File: config.mk
export PLATFORM = sky130hd
export DESIGN_NAME = multi_cycle_control
export DESIGN_NICKNAME = d
export VERILOG_FILES = /design/src/rtl/mips_pkg.sv /design/src/rtl/mc_output_decode.sv /design/src/rtl/multi_cycle_control.sv
export SDC_FILE = /design/constraint.sdc
export NUM_CORES = 1
export LEC_CHECK = 0
export BUFFER_PORTS_ARGS = -buffer_cell sky130_fd_sc_hd__buf_2
export CORE_AREA = 4 4 41 43
export CTS_CLUSTER_DIAMETER = 200
export DETAILED_ROUTE_END_ITERATION = 12
export DIE_AREA = 0 0 45 47
export PLACE_DENSITY_LB_ADDON = 0.15
export SYNTH_ARGS = -nofsm -noshare
export SYNTH_HDL_FRONTEND = slang
export SYNTH_SLANG_ARGS = --single-unit
File: constraint.sdc
create_clock -name clk -period 2.8 [get_ports clk]
set_input_delay 0.14 -clock clk [delete_from_list [all_inputs] [get_ports clk]]
set_output_delay 0.14 -clock clk [all_outputs]
set_load 0.05 [all_outputs]
File: src/rtl/mips_pkg.sv
// Shared encodings for the multi-cycle MIPS control path:
// FSM states, opcodes, mux selects and the control word.
package mips_pkg;

  typedef enum logic [3:0] {
    S_FETCH   = 4'd0,
    S_DECODE  = 4'd1,
    S_MEMADR  = 4'd2,
    S_MEMRD   = 4'd3,
    S_MEMWB   = 4'd4,
    S_MEMWR   = 4'd5,
    S_RTYPEEX = 4'd6,
    S_RTYPEWB = 4'd7,
    S_BEQEX   = 4'd8,
    S_ADDIEX  = 4'd9,
    S_ADDIWB  = 4'd10,
    S_JEX     = 4'd11
  } state_t;

  localparam logic [5:0] OP_RTYPE = 6'b000000;
  localparam logic [5:0] OP_J     = 6'b000010;
  localparam logic [5:0] OP_BEQ   = 6'b000100;
  localparam logic [5:0] OP_ADDI  = 6'b001000;
  localparam logic [5:0] OP_LW    = 6'b100011;
  localparam logic [5:0] OP_SW    = 6'b101011;

  localparam logic [1:0] ALU_ADD   = 2'b00;
  localparam logic [1:0] ALU_BR    = 2'b01;
  localparam logic [1:0] ALU_FUNCT = 2'b10;

  localparam logic [1:0] SRCB_B      = 2'b00;
  localparam logic [1:0] SRCB_FOUR   = 2'b01;
  localparam logic [1:0] SRCB_IMM    = 2'b10;
  localparam logic [1:0] SRCB_IMM_SH = 2'b11;

  localparam logic [1:0] PC_ALU    = 2'b00;
  localparam logic [1:0] PC_ALUOUT = 2'b01;
  localparam logic [1:0] PC_JUMP   = 2'b10;

  typedef struct packed {
    logic [1:0] alu_op;
    logic       alu_src_a;
    logic [1:0] alu_src_b;
    logic       iord;
    logic       mem_write;
    logic       ir_write;
    logic       reg_write;
    logic       reg_dst;
    logic       mem_to_reg;
    logic [1:0] pc_src;
    logic       pc_write;
    logic       branch;
  } ctrl_t;

  function automatic logic op_known(input logic [5:0] op);
    return (op == OP_RTYPE) || (op == OP_J) ||
           (op == OP_BEQ) || (op == OP_ADDI) ||
           (op == OP_LW) || (op == OP_SW);
  endfunction

endpackage

File: src/rtl/mc_output_decode.sv
// Moore output decode: maps the current state to the
// control word; unreachable encodings give an all-zero word.
module mc_output_decode
  import mips_pkg::*;
(
  input  state_t state,
  output ctrl_t  ctrl
);

  always_comb begin
    ctrl = '0;
    case (state)
      S_FETCH: begin
        ctrl.ir_write  = 1'b1;
        ctrl.pc_write  = 1'b1;
        ctrl.alu_src_b = SRCB_FOUR;
        ctrl.alu_op    = ALU_ADD;
        ctrl.pc_src    = PC_ALU;
      end
      S_DECODE: begin
        ctrl.alu_src_b = SRCB_IMM_SH;
        ctrl.alu_op    = ALU_ADD;
      end
      S_MEMADR, S_ADDIEX: begin
        ctrl.alu_src_a = 1'b1;
        ctrl.alu_src_b = SRCB_IMM;
        ctrl.alu_op    = ALU_ADD;
      end
      S_MEMRD: ctrl.iord = 1'b1;
      S_MEMWB: begin
        ctrl.mem_to_reg = 1'b1;
        ctrl.reg_write  = 1'b1;
      end
      S_MEMWR: begin
        ctrl.iord      = 1'b1;
        ctrl.mem_write = 1'b1;
      end
      S_RTYPEEX: begin
        ctrl.alu_src_a = 1'b1;
        ctrl.alu_src_b = SRCB_B;
        ctrl.alu_op    = ALU_FUNCT;
      end
      S_RTYPEWB: begin
        ctrl.reg_dst   = 1'b1;
        ctrl.reg_write = 1'b1;
      end
      S_BEQEX: begin
        ctrl.alu_src_a = 1'b1;
        ctrl.alu_src_b = SRCB_B;
        ctrl.alu_op    = ALU_BR;
        ctrl.pc_src    = PC_ALUOUT;
        ctrl.branch    = 1'b1;
      end
      S_ADDIWB: ctrl.reg_write = 1'b1;
      S_JEX: begin
        ctrl.pc_src   = PC_JUMP;
        ctrl.pc_write = 1'b1;
      end
      default: ctrl = '0;
    endcase
  end

endmodule

File: src/rtl/multi_cycle_control.sv
// Multi-cycle MIPS main control FSM: state register,
// next-state logic and the Moore output decode.
module multi_cycle_control
  import mips_pkg::*;
(
  input  logic       clk,
  input  logic       rst_n,
  input  logic [5:0] opcode,
  input  logic       zero,
  output logic [1:0] alu_op,
  output logic       alu_src_a,
  output logic [1:0] alu_src_b,
  output logic       iord,
  output logic       mem_write,
  output logic       ir_write,
  output logic       reg_write,
  output logic       reg_dst,
  output logic       mem_to_reg,
  output logic [1:0] pc_src,
  output logic       pc_en,
  output logic       illegal_op,
  output logic [3:0] state_dbg
);

  state_t state;
  state_t state_nxt;
  ctrl_t  ctrl;

  always_ff @(posedge clk) begin
    if (!rst_n) state <= S_FETCH;
    else        state <= state_nxt;
  end

  always_comb begin
    state_nxt = S_FETCH;
    case (state)
      S_FETCH: state_nxt = S_DECODE;
      S_DECODE: begin
        unique case (1'b1)
          (opcode == OP_LW),
          (opcode == OP_SW):    state_nxt = S_MEMADR;
          (opcode == OP_RTYPE): state_nxt = S_RTYPEEX;
          (opcode == OP_BEQ):   state_nxt = S_BEQEX;
          (opcode == OP_ADDI):  state_nxt = S_ADDIEX;
          (opcode == OP_J):     state_nxt = S_JEX;
          default:              state_nxt = S_FETCH;
        endcase
      end
      S_MEMADR: begin
        unique case (1'b1)
          (opcode == OP_LW): state_nxt = S_MEMRD;
          (opcode == OP_SW): state_nxt = S_MEMWR;
          default:           state_nxt = S_FETCH;
        endcase
      end
      S_MEMRD:   state_nxt = S_MEMWB;
      S_RTYPEEX: state_nxt = S_RTYPEWB;
      S_ADDIEX:  state_nxt = S_ADDIWB;
      default:   state_nxt = S_FETCH;
    endcase
  end

  mc_output_decode u_decode (
    .state (state),
    .ctrl  (ctrl)
  );

  assign alu_op     = ctrl.alu_op;
  assign alu_src_a  = ctrl.alu_src_a;
  assign alu_src_b  = ctrl.alu_src_b;
  assign iord       = ctrl.iord;
  assign mem_write  = ctrl.mem_write;
  assign ir_write   = ctrl.ir_write;
  assign reg_write  = ctrl.reg_write;
  assign reg_dst    = ctrl.reg_dst;
  assign mem_to_reg = ctrl.mem_to_reg;
  assign pc_src     = ctrl.pc_src;
  assign state_dbg  = state;

  // branch is only ever set in BEQEX, so zero reaches pc_en there alone
  assign pc_en      = ctrl.pc_write | (ctrl.branch & zero);
  assign illegal_op = (state == S_DECODE) && !op_known(opcode);

endmodule

; ---- After elaboration in Yosys (flattened, before gate mapping)
; Index checks and enable logic that the tools add are counted.
[op_classes]
bitwise = 2
reduce_logical = 15
n_mux = 15
n_eq_ne = 16
[op_table]
columns = operator, count
row1 = $pmux W4 S6, 1
row2 = $pmux W4 S5, 1
row3 = $eq A4 B3 Y1 const B, 4
row4 = $eq A4 B4 Y1 const B, 4
row5 = $eq A6 B6 Y1 const B, 2
row6 = $mux W1, 9
row7 = $eq A4 B2 Y1 const B, 2
row8 = $pmux W2 S2, 2
row9 = $reduce_or A2 Y1, 4
row10 = $eq A6 B2 Y1 const B, 1
row11 = $eq A6 B3 Y1 const B, 1
row12 = $eq A6 B4 Y1 const B, 1
row13 = $logic_not A6 Y1, 1
row14 = $pmux W2 S3, 1
row15 = $pmux W3 S2, 1
row16 = $logic_or A1 B1 Y1, 5
row17 = $eq A4 B1 Y1 const B, 1
row18 = $logic_not A4 Y1, 1
row19 = $reduce_or A4 Y1, 1
row20 = $reduce_or A3 Y1, 1
row21 = $and A1 B1 Y1, 1
row22 = $logic_and A1 B1 Y1, 1
row23 = $logic_not A1 Y1, 1
row24 = $or A1 B1 Y1, 1
[totals]
out_inout_bits = 19
in_bits = 9
register_bits = 4
wordCells = 49

; ---- Depth between registers and ports, before layout
[depth]
depth_word = 8
ltp_mapped = 5
ltp_nobuf = 4

; ---- Cells and area by module
; Synthesis repeated with hierarchy kept, for this count alone.
[unflattened]
cells_unflattened = 68
area_unflattened_um2 = 508.0
[modules_own_cells]
columns = mod, area_each_um2, cells_each, instances
row1 = multi_cycle_control, 302.8, 38, 1
row2 = mc_output_decode, 205.2, 30, 1

; ---- Least setup slack after synthesis
; Ideal clock, no wire load.
[synth_timing]
path_kind = register -> output
start = register state[1] (netlist: state_dbg[1])
end = output port illegal_op
stages_incl_launch_ff = 5
slack_ns = -0.059
n_path_buf = 1
t_arrival_ns = 2.719
cell_sequence = dfxtp_1 buf_6 nand2b_4 or3_1 nor4_1
[synth_between]
elab_chain_len = 2
[synth_lines]
columns = item, line_no
row1 = start: declaration, multi_cycle_control.sv:25  ; state_t state;
row2 = start signal: assignment, multi_cycle_control.sv:31  ; else state <= state_nxt;
row3 = $eq A4 B1 Y1, multi_cycle_control.sv:82  ; assign illegal_op = (state == S_DECODE) && !op_known(opcode);
row4 = $logic_and A1 B1 Y1, multi_cycle_control.sv:82
row5 = end: declaration, multi_cycle_control.sv:21  ; output logic illegal_op,
; No other way between the ends.

; ---- Worst setup path after layout
; Ends and elaborated chain as after synthesis.

==> impl_metrics.json <==
{
  "synth_area_um2": 440.4,
  "cts_max_level": 1,
  "dp_hpwl_um": 977.4,
  "drv_cap": 0,
  "worstSetupStartpointType": "flip-flop",
  "core_um2": 1301,
  "insertion_delay_ps": 230,
  "peakVddDrop_uv": 384.3,
  "root_buffer": "clkbuf_4",
  "max_freq_mhz": 506.1,
  "status": "finished clean",
  "cts.clk_slew.worst_paths_ps": 40,
  "gp_congestion": 0.7597,
  "dieArea_um2": 2115,
  "power.total_uw": 209.1,
  "synth_nets": 76,
  "grt_pass1_vias": 464,
  "rsz0062_at_grt": "false",
  "period_share_pct": 70.56,
  "place_ws_ps": 1070,
  "postCtsSetupRepairBufs": 0,
  "hold_violations": 0,
  "hp-class": "input port to flip-flop",
  "grt_usage_pct": 12.80,
  "ys_seq_elements": 4,
  "syn_to_final_growth_pct": 34.94,
  "placed_area_um2": 571.8,
  "yosys_warnings": 0,
  "worstSetupPathType": "flip-flop to output port",
  "synth-async-reset-ratio_pct": 0,
  "synth-edff-count": 0,
  "endpoint_kind": "output port",
  "seq_area_um2": 80.08,
  "largest_reg_flops": 4,
  "p_leak_nw": 0.2759,
  "start_util_pct": 33.85,
  "synthTopCellsByArea": "dfxtp_1 18%, nor2_1 8.5%, a21oi_1 6.8%, o21ai_0 6.8%, nor3_1 5.7%",
  "cts_tree": "done",
  "routed_via_density": 5.262,
  "drive_above_1_share_pct": 34.78,
  "grt_max_degree": 18,
  "antenna_cells": 0,
  "synth_top_area_cell": "dfxtp_1",
  "synth_area_per_cell_um2": 6.573,
  "die_h_um": 47,
  "worstPathArrival_ps": 1840,
  "tightest_slew_ps": 536.9,
  "p_comb_share_pct": 35.5,
  "post_cts_resized": 0,
  "yosysSeqAreaShare_pct": 18.18,
  "holdWs_ps": 149.8,
  "p_sw_uw": 80.64,
  "std_cell_rows": 13,
  "drc": 0,
  "pwr_density_cell_nw_per_um2": 351.9,
  "syn_inst": 67,
  "p_sw_share_pct": 38.56,
  "finalSetupViolCount": 0,
  "cts.sinks": 4,
  "clk_path_buf_depth": 2,
  "post_drt_wl_per_cell_um": 11.96,
  "p_clk_share_pct": 33.3,
  "rr_worst_depth": 4,
  "nFillCells": 146,
  "setup_ws_ps": 824.3,
  "synth_top_area_share_pct": 18.18,
  "io_buffers": 27,
  "fin_setup_tns_ps": 0,
  "nets": 103,
  "ios": 28,
  "grt-ovfl-total": 0,
  "dieWidth_um": 45,
  "final_antenna_net_count": 0,
  "power_frac_seq_pct": 31.2,
  "holdPathStages": 2,
  "cts_buffers": 3,
  "worst_ep_required_time_ps": 2660,
  "period_needed_ps": 1976,
  "drt_iter0_drc": 22,
  "maxSlewHeadroom_pct": 63.88,
  "cts_hold_buf": 0,
  "grt_pass1_wl_um": 2014,
  "slew_viol_final": 0,
  "p_int_uw": 128.5,
  "stdcell_area_um2": 594.3,
  "routed_wl_um": 1280,
  "synth_most_common_cell": "nor2_1",
  "yosys.cell_types.count": 25,
  "synth_common_cells": "10 x nor2_1, 6 x a21oi_1, 6 x o21ai_0, 5 x nor3_1",
  "fin_skew_ps": 2.520,
  "drt_pass1_iterations": 4,
  "antenna_found_initial": 0,
  "multi_input_area_um2": 326.6,
  "crit_fanout": 17,
  "num_vias": 563,
  "synth_flop_cell": "dfxtp_1"
}
==> power groups by stage <==
stage | clock network [mW] | registers, mW | logic, mW
after global routing | 0.0772 | 0.0662 | 0.0795
after global placement | 0 | 0.0657 | 0.0746
after floorplan | 0 | 0.0680 | 0.0515
after CTS | 0.0722 | 0.0653 | 0.0745
final | 0.0697 | 0.0653 | 0.0741
after detailed placement | 0 | 0.0662 | 0.0742
==> critical path, stage by stage (launching register included) <==
cell,delay (ps)
dfxtp_1,460
nand2b_4,240
or3_1,350
nor4_2,250
buf_2,290
==> per-stage QoR <==
step | std cells | util (%)
global route | 107 | 45.67
floorplan | 67 | -
detailed placement | 104 | 43.94
global placement | 104 | 43.94
finish | 107 | 45.67
CTS | 107 | 45.67
==> final timing paths <==
kind / to / from / slack (ps)
hold / removal: state_dbg[3] / rst_n / 150
hold reg to reg: state_dbg[2] / state_dbg[0] / 720
setup reg to reg: state_dbg[0] / state_dbg[1] / 1300
setup / recovery: illegal_op / state_dbg[1] / 820
==> routing by layer <==
| layer | global-route usage (%) | up-vias | wire (um) |
|---|---|---|---|
| met5 | 0 | - | 0 |
| met4 | 2.924 | 0 | 0 |
| met3 | 5.747 | 0 | 134 |
| met2 | 17.51 | 26 | 523 |
| met1 | 18.18 | 239 | 622 |
| li1 | - | 298 | - |
==> placed cells by master, fill, tap and decap left out, drive strengths merged <==
cell / synthesis / layout
a211oi: 2 / 2
a21oi: 6 / 6
a31oi: 2 / 2
buf: 3 / 27
clkbuf: 2 / 3
dfxtp: 4 / 4
inv: 3 / 3
nand2: 3 / 3
nand2b: 3 / 3
nand3: 1 / 1
nand3b: 2 / 2
nor2: 10 / 10
nor3: 5 / 5
nor3b: 2 / 2
nor4: 4 / 4
nor4b: 1 / 1
o211a: 1 / 1
o211ai: 2 / 2
o21ai: 6 / 6
o311ai: 1 / 1
or3: 2 / 2
xnor2: 1 / 1
xor2: 1 / 1
==> area by class of cell <==
type / instances / area share [%]
Timing Repair Buffer: 27 / 22.74
Tap cell: 15 / 3.158
Clock buffer: 3 / 3.789
Sequential cell: 4 / 13.47
Inverter: 3 / 1.895
Multi-Input combinational cell: 55 / 54.95
==> cells by family (layout without fill, tap and decap cells) <==
kind of cell | Yosys count | in the layout | share of synthesized area, %
AOI/OAI and AO/OA | 20 | 20 | 27.56
xor gates and xnor gates | 2 | 2 | 3.978
buffers and inverters | 8 | 33 | 9.091
DFF | 4 | 4 | 18.18
and+or+nand+nor | 33 | 33 | 41.19
(Power assumes the default switching activity.)
